===== src/rtl/spi_ddr_pkg.sv =====
// spi_ddr_pkg
//   Shared types and pure helpers for the SPI DDR transmit serializer.
//   - lane_mode_e    : x1 / x2 / x4 lane selection (encoding 3 is reserved, behaves as x1)
//   - state_e        : serializer FSM states
//   - slots_per_byte : number of DDR slots (clock cycles) one byte occupies in a mode
//   - norm_mode      : folds the reserved encoding onto X1
//   - lane_mask      : per-lane enable pattern for a mode
//   - slice_slot     : returns {d_p[3:0], d_n[3:0]} for slot idx of a byte
package spi_ddr_pkg;

  localparam int MAX_LANES = 4;

  typedef enum logic [1:0] {
    X1 = 2'd0,
    X2 = 2'd1,
    X4 = 2'd2,
    XR = 2'd3
  } lane_mode_e;

  typedef enum logic [1:0] {
    IDLE  = 2'd0,
    SHIFT = 2'd1,
    STALL = 2'd2
  } state_e;

  // Each clock carries 2*lanes bits, so a byte takes 8/(2*lanes) slots.
  function automatic logic [2:0] slots_per_byte(lane_mode_e m);
    logic [2:0] n;
    case (m)
      X2:      n = 3'd2;
      X4:      n = 3'd1;
      default: n = 3'd4;
    endcase
    return n;
  endfunction

  function automatic lane_mode_e norm_mode(lane_mode_e m);
    return (m == XR) ? X1 : m;
  endfunction

  function automatic logic [MAX_LANES-1:0] lane_mask(lane_mode_e m);
    logic [MAX_LANES-1:0] mask;
    case (m)
      X2:      mask = 4'b0011;
      X4:      mask = 4'b1111;
      default: mask = 4'b0001;
    endcase
    return mask;
  endfunction

  // MSB first: shifting the byte left by the bits already sent brings the
  // next bits to the top, where the rising-edge bits are taken before the
  // falling-edge bits. Higher lanes take the more significant bits.
  function automatic logic [7:0] slice_slot(logic [7:0] b, logic [1:0] idx, lane_mode_e m);
    logic [7:0] sh;
    logic [3:0] dp;
    logic [3:0] dn;
    sh = 8'h00;
    dp = 4'h0;
    dn = 4'h0;
    case (m)
      X2: begin
        sh = b << {idx, 2'b00};
        dp = {2'b00, sh[7:6]};
        dn = {2'b00, sh[5:4]};
      end
      X4: begin
        dp = b[7:4];
        dn = b[3:0];
      end
      default: begin
        sh = b << {idx, 1'b0};
        dp = {3'b000, sh[7]};
        dn = {3'b000, sh[6]};
      end
    endcase
    return {dp, dn};
  endfunction

endpackage


===== src/rtl/spi_ddr_tx_serializer.sv =====
// spi_ddr_tx_serializer
//   Slices an incoming byte stream into per-lane DDR bit pairs for the SPI
//   flash output cells, MSB first, in x1/x2/x4 lane modes with no idle slot
//   between back-to-back bytes.
// Ports
//   clk        in   clock (also clk_p of the DDR cells)
//   rst_n      in   asynchronous active-low reset
//   lane_mode  in   lane_mode_e encoding, sampled on the first byte of a frame
//   s_data     in   byte to transmit
//   s_valid    in   s_data valid
//   s_last     in   byte is the last of its frame
//   s_ready    out  serializer can take a byte this cycle
//   d_p        out  per-lane rising half-cycle bit
//   d_n        out  per-lane falling half-cycle bit
//   en         out  per-lane DDR enable (slot carries data)
//   busy       out  frame in progress
//   done       out  one-cycle pulse after the final slot of a frame
//   underrun   out  sticky starvation flag, cleared at next frame start
//   dbg_state  out  current FSM state
//
// Handshake: a byte transfers on a rising clk edge where s_valid and s_ready
// are both 1. s_ready depends only on the slot counter (never on s_valid), and
// is high while the last slot of the current byte is on the outputs, or when
// no byte is in flight, so the next byte follows without a bubble.
module spi_ddr_tx_serializer
  import spi_ddr_pkg::*;
(
  input  logic                 clk,
  input  logic                 rst_n,
  input  logic [1:0]           lane_mode,
  input  logic [7:0]           s_data,
  input  logic                 s_valid,
  input  logic                 s_last,
  output logic                 s_ready,
  output logic [MAX_LANES-1:0] d_p,
  output logic [MAX_LANES-1:0] d_n,
  output logic [MAX_LANES-1:0] en,
  output logic                 busy,
  output logic                 done,
  output logic                 underrun,
  output state_e               dbg_state
);

  state_e     state_q;
  lane_mode_e mode_q;
  logic [7:0] shreg;
  logic [1:0] idx_q;       // index of the next slot to put on the outputs
  logic [2:0] slots_left;  // slots of the current byte not yet finished, including the one shown
  logic       last_q;

  logic       accept;
  logic       frame_end;
  logic       new_frame;
  lane_mode_e mode_use;
  logic [7:0] slice_new;
  logic [7:0] slice_cur;

  assign s_ready   = (slots_left == 3'd0) | (slots_left == 3'd1);
  assign dbg_state = state_q;

  always_comb begin
    accept    = s_valid & s_ready;
    // The final slot of the frame is on the outputs right now.
    frame_end = (state_q == SHIFT) && (slots_left == 3'd1) && last_q;
    // A byte accepted while idle, or exactly as the previous frame ends,
    // opens a new frame and resamples the lane mode.
    new_frame = accept && ((state_q == IDLE) || frame_end);
    mode_use  = new_frame ? norm_mode(lane_mode_e'(lane_mode)) : mode_q;
    slice_new = slice_slot(s_data, 2'd0, mode_use);
    slice_cur = slice_slot(shreg, idx_q, mode_q);
  end

  always_ff @(posedge clk or negedge rst_n) begin
    if (!rst_n) begin
      state_q    <= IDLE;
      mode_q     <= X1;
      shreg      <= 8'h00;
      idx_q      <= 2'd0;
      slots_left <= 3'd0;
      last_q     <= 1'b0;
      d_p        <= '0;
      d_n        <= '0;
      en         <= '0;
      busy       <= 1'b0;
      done       <= 1'b0;
      underrun   <= 1'b0;
    end else if (accept) begin
      state_q    <= SHIFT;
      mode_q     <= mode_use;
      shreg      <= s_data;
      idx_q      <= 2'd1;
      slots_left <= slots_per_byte(mode_use);
      last_q     <= s_last;
      d_p        <= slice_new[7:4];
      d_n        <= slice_new[3:0];
      en         <= lane_mask(mode_use);
      busy       <= 1'b1;
      done       <= frame_end;
      if (new_frame) begin
        underrun <= 1'b0;
      end
    end else if ((state_q == SHIFT) && (slots_left > 3'd1)) begin
      d_p        <= slice_cur[7:4];
      d_n        <= slice_cur[3:0];
      en         <= lane_mask(mode_q);
      idx_q      <= idx_q + 2'd1;
      slots_left <= slots_left - 3'd1;
      done       <= 1'b0;
    end else if (state_q == SHIFT) begin
      // Last slot of the byte has been shown and nothing follows it.
      d_p        <= '0;
      d_n        <= '0;
      en         <= '0;
      slots_left <= 3'd0;
      if (last_q) begin
        state_q <= IDLE;
        busy    <= 1'b0;
        done    <= 1'b1;
      end else begin
        state_q  <= STALL;
        underrun <= 1'b1;
        done     <= 1'b0;
      end
    end else begin
      d_p  <= '0;
      d_n  <= '0;
      en   <= '0;
      done <= 1'b0;
    end
  end

endmodule


===== config.mk =====
export PLATFORM = sky130hd
export DESIGN_NAME = spi_ddr_tx_serializer
export DESIGN_NICKNAME = d
export VERILOG_FILES = /design/src/rtl/spi_ddr_pkg.sv /design/src/rtl/spi_ddr_tx_serializer.sv
export SDC_FILE = /design/constraint.sdc
export NUM_CORES = 1
export LEC_CHECK = 0
export ABC_AREA = 0
export BUFFER_PORTS_ARGS = -buffer_cell sky130_fd_sc_hd__buf_2
export CORE_MARGIN = 2
export CORE_UTILIZATION = 55
export DETAILED_ROUTE_END_ITERATION = 12
export GPL_TIMING_DRIVEN = 0
export PLACE_DENSITY = 0.88
export SLEW_MARGIN = 20
export SYNTH_ARGS = -nofsm -noshare
export SYNTH_HDL_FRONTEND = slang
export SYNTH_SLANG_ARGS = --single-unit

===== constraint.sdc =====
create_clock -name clk -period 5.1 [get_ports clk]
set_input_delay 0.765 -clock clk [delete_from_list [all_inputs] [get_ports clk]]
set_output_delay 0.765 -clock clk [all_outputs]
set_load 0.005 [all_outputs]

==> out/results.ini <==
[power_and_ir_drop]
internal_power_mw = 0.6665
power.density_nw_per_um2 = 584.0
pwr-share-clk_pct = 12.8
switching_power_mw = 0.4800
swShare_pct = 41.86
ir_drop_mv = 0.2906
pwr-share-seq_pct = 37.8
power_frac_comb_pct = 49.4
p_leak_nw = 0.9870

[synthesis]
async_flop_share_pct = 100.0
synth_area_um2 = 1708
synth_top_area_share_pct = 46.89
yosysSeqAreaShare_pct = 46.89
yosysMostFrequentCell = nand2_1
yosysUniqueCellTypes = 40
ys_seq_elements = 32
synth_area_leader_cell = dfrtp_1
netlist_instances = 178
synth_edf_count = 0
syn-num-nets = 199
ys.warnings.count = 0
yosys-top-cells-count = nand2_1 (44), dfrtp_1 (32), o21ai_0 (14), inv_1 (8), nand3_1 (8)
syn_area_per_cell_um2 = 9.595
ys_top_cells_by_area = dfrtp_1 (47%), nand2_1 (9.7%), ha_1 (5.1%), o21ai_0 (4.1%), mux4_2 (2.6%)
synth_top_flop_cell = dfrtp_1

[detailed_routing]
drc = 0
viasPerCell = 5.784
wl_per_cell_um = 14.20
detail-route-antenna-nets = 0
drtIter0Drc = 68
num_vias = 1446
wl_um = 3549
drt-pass1-iter-count = 5

[clock_tree]
cts_tree = built
post-cts-setup-buffers = 0
clk_pin_slew_ns = 0.09
htreeDepth = 2
clock_path_buffers = 2
root_buffer = clkbuf_4
ctsHoldBuffers = 0
cts.repair.resized = 0
numCtsBuffers = 5
clock_latency_ns = 0.34
cts.sinks = 32

[setup_path]
crit_fanout = 10
cp-start-kind = register
path_class = register to register
slowest_delay_ns = 0.44
cp_slowest_cell = dfrtp_1
cpMostUsedCell = ha_1
cp-end-kind = register
required_ns = 5.36
crit_arrival_ns = 2.97
cp_cell_sequence = ha_1 > and3_1 > o21ai_2 > nand2_1 > o21ai_0 > ha_1 > buf_1 > a311o_1 > nand3_1 > o211ai_1

[floorplanning]
coreArea_um2 = 3003
dieArea_um2 = 3567
start_util_pct = 56.88
die_h_um = 59.73
num_rows = 20
io-pin-count = 32
fp.dieW_um = 59.73

[job]
cap_viol_max_count = 0

[timing]
hold_viol = 0
setup_tns_ns = 0
post-route-period-util_pct = 53.07
max_freq_mhz = 369.4
tightest_slew_ns = 0.6717
period_needed_ns = 2.707
setup_viol = 0
whs_ns = 0.4568
slew_headroom_pct = 55.22
layout_setup_ws_ns = 2.393
slew_violations = 0
finClkSkew_ns = 0.007023
rsz0062_at_grt = false

[place]
dp_hpwl_um = 2665
gp_congestion = 0.9318
place_ws_ns = 2.290
portBuffers = 31

[cells_and_area]
final_nets = 237
drive_gt1_share_pct = 23.50
fin_util_pct = 65.38
area_growth_pct = 14.94
antennaDiodeCount = 0
fill_cells = 256

[grt]
grt_max_degree = 33
track_usage_pct = 21.81
antenna_found_initial = 0
grt_overflow = 0
grt_pass1_wl_um = 5733
first_global_vias = 1248

[min_path]
min_path_type = input pin to asynchronous set/reset pin

[status]
status = completed

## layout make-up
cell class,instances,area (µm²),area share [%]
buffer,7,42.54,2.167
clock buffer,8,58.81,2.996
inverter,8,30.03,1.530
multi-input combinational,131,834.6,42.51
sequential,32,800.8,40.79
tap,33,41.29,2.103
timing repair buffer,31,155.1,7.903
## placed cells by master (no fill, tap or decap), drive strengths merged, types with 3 or more instances in the layout
cell,count
buf,38
nor2,5
mux2i,4
nand3,8
dfrtp,32
a21oi,4
nand2,44
nand2b,5
o21ai,20
inv,8
o31ai,3
clkbuf,8
ha,7
## worst paths after layout
check / endpoint / slack (ns) / depth (start not counted) / startpoint
max: d_n[0] / 2.39 / 10 / slots_left[0]
min: d_n[3] / 0.46 / 1 / rst_n
max reg2reg: d_n[0] / 2.39 / 10 / slots_left[0]
min reg2reg: underrun / 0.49 / 2 / underrun
max in group asynchronous: shreg[1] / 4.21 / 1 / rst_n
min in group clk: underrun / 0.49 / 2 / underrun
## per-layer routing
layer | track usage, % | routed length [µm] | vias to the layer above
li1 | - | - | 696
met1 | 30.06 | 1602 | 687
met2 | 33.39 | 1635 | 55
met3 | 4.113 | 228 | 8
met4 | 9.841 | 82 | 0
met5 | 0 | 0 | -
## state kept, by name (all words and copies together) (netlist names), 2 cells and up
name / flops
idx_q: 2
en: 3
shreg: 8
mode_q: 2
d_p: 4
slots_left: 3
d_n: 4
dbg_state: 2
## stage by stage
stage                     area (µm²)  cells  total power [mW]
final                           1963    250             1.146
after global routing            1963    250             1.235
after CTS                       1963    250             1.144
after detailed placement        1904    242            0.9991
after global placement          1904    242            0.9782
after floorplan                 1708    178            0.8305
## critical path: cells and delay by family (launching register included)
| family | cells | cell delay (ns) |
|---|---|---|
| AO/OA/AOI/OAI | 4 | 0.93 |
| adder cells (fa/ha/maj) | 2 | 0.48 |
| buffers and inverters | 1 | 0.34 |
| flip-flops | 1 | 0.44 |
| AND/OR/NAND/NOR | 3 | 0.44 |
## power by group through the flow
stage / clock network, mW / registers, mW / logic, mW
3_3_place_gp: 0 / 0.432 / 0.547
6_report: 0.146 / 0.434 / 0.567
3_5_place_dp: 0 / 0.436 / 0.563
4_1_cts: 0.149 / 0.431 / 0.564
2_1_floorplan: 0 / 0.423 / 0.408
5_1_grt: 0.158 / 0.447 / 0.630
## cells by family after synthesis
group	share of synthesized area [%]
XOR/XNOR	1.026
AO/OA/AOI/OAI	17.66
multiplexers	4.982
AND/OR/NAND/NOR	20.07
buffers and inverters	4.249
flip-flops	46.89
adder cells (fa/ha/maj)	5.128
Power figures use the tool's default switching activity.
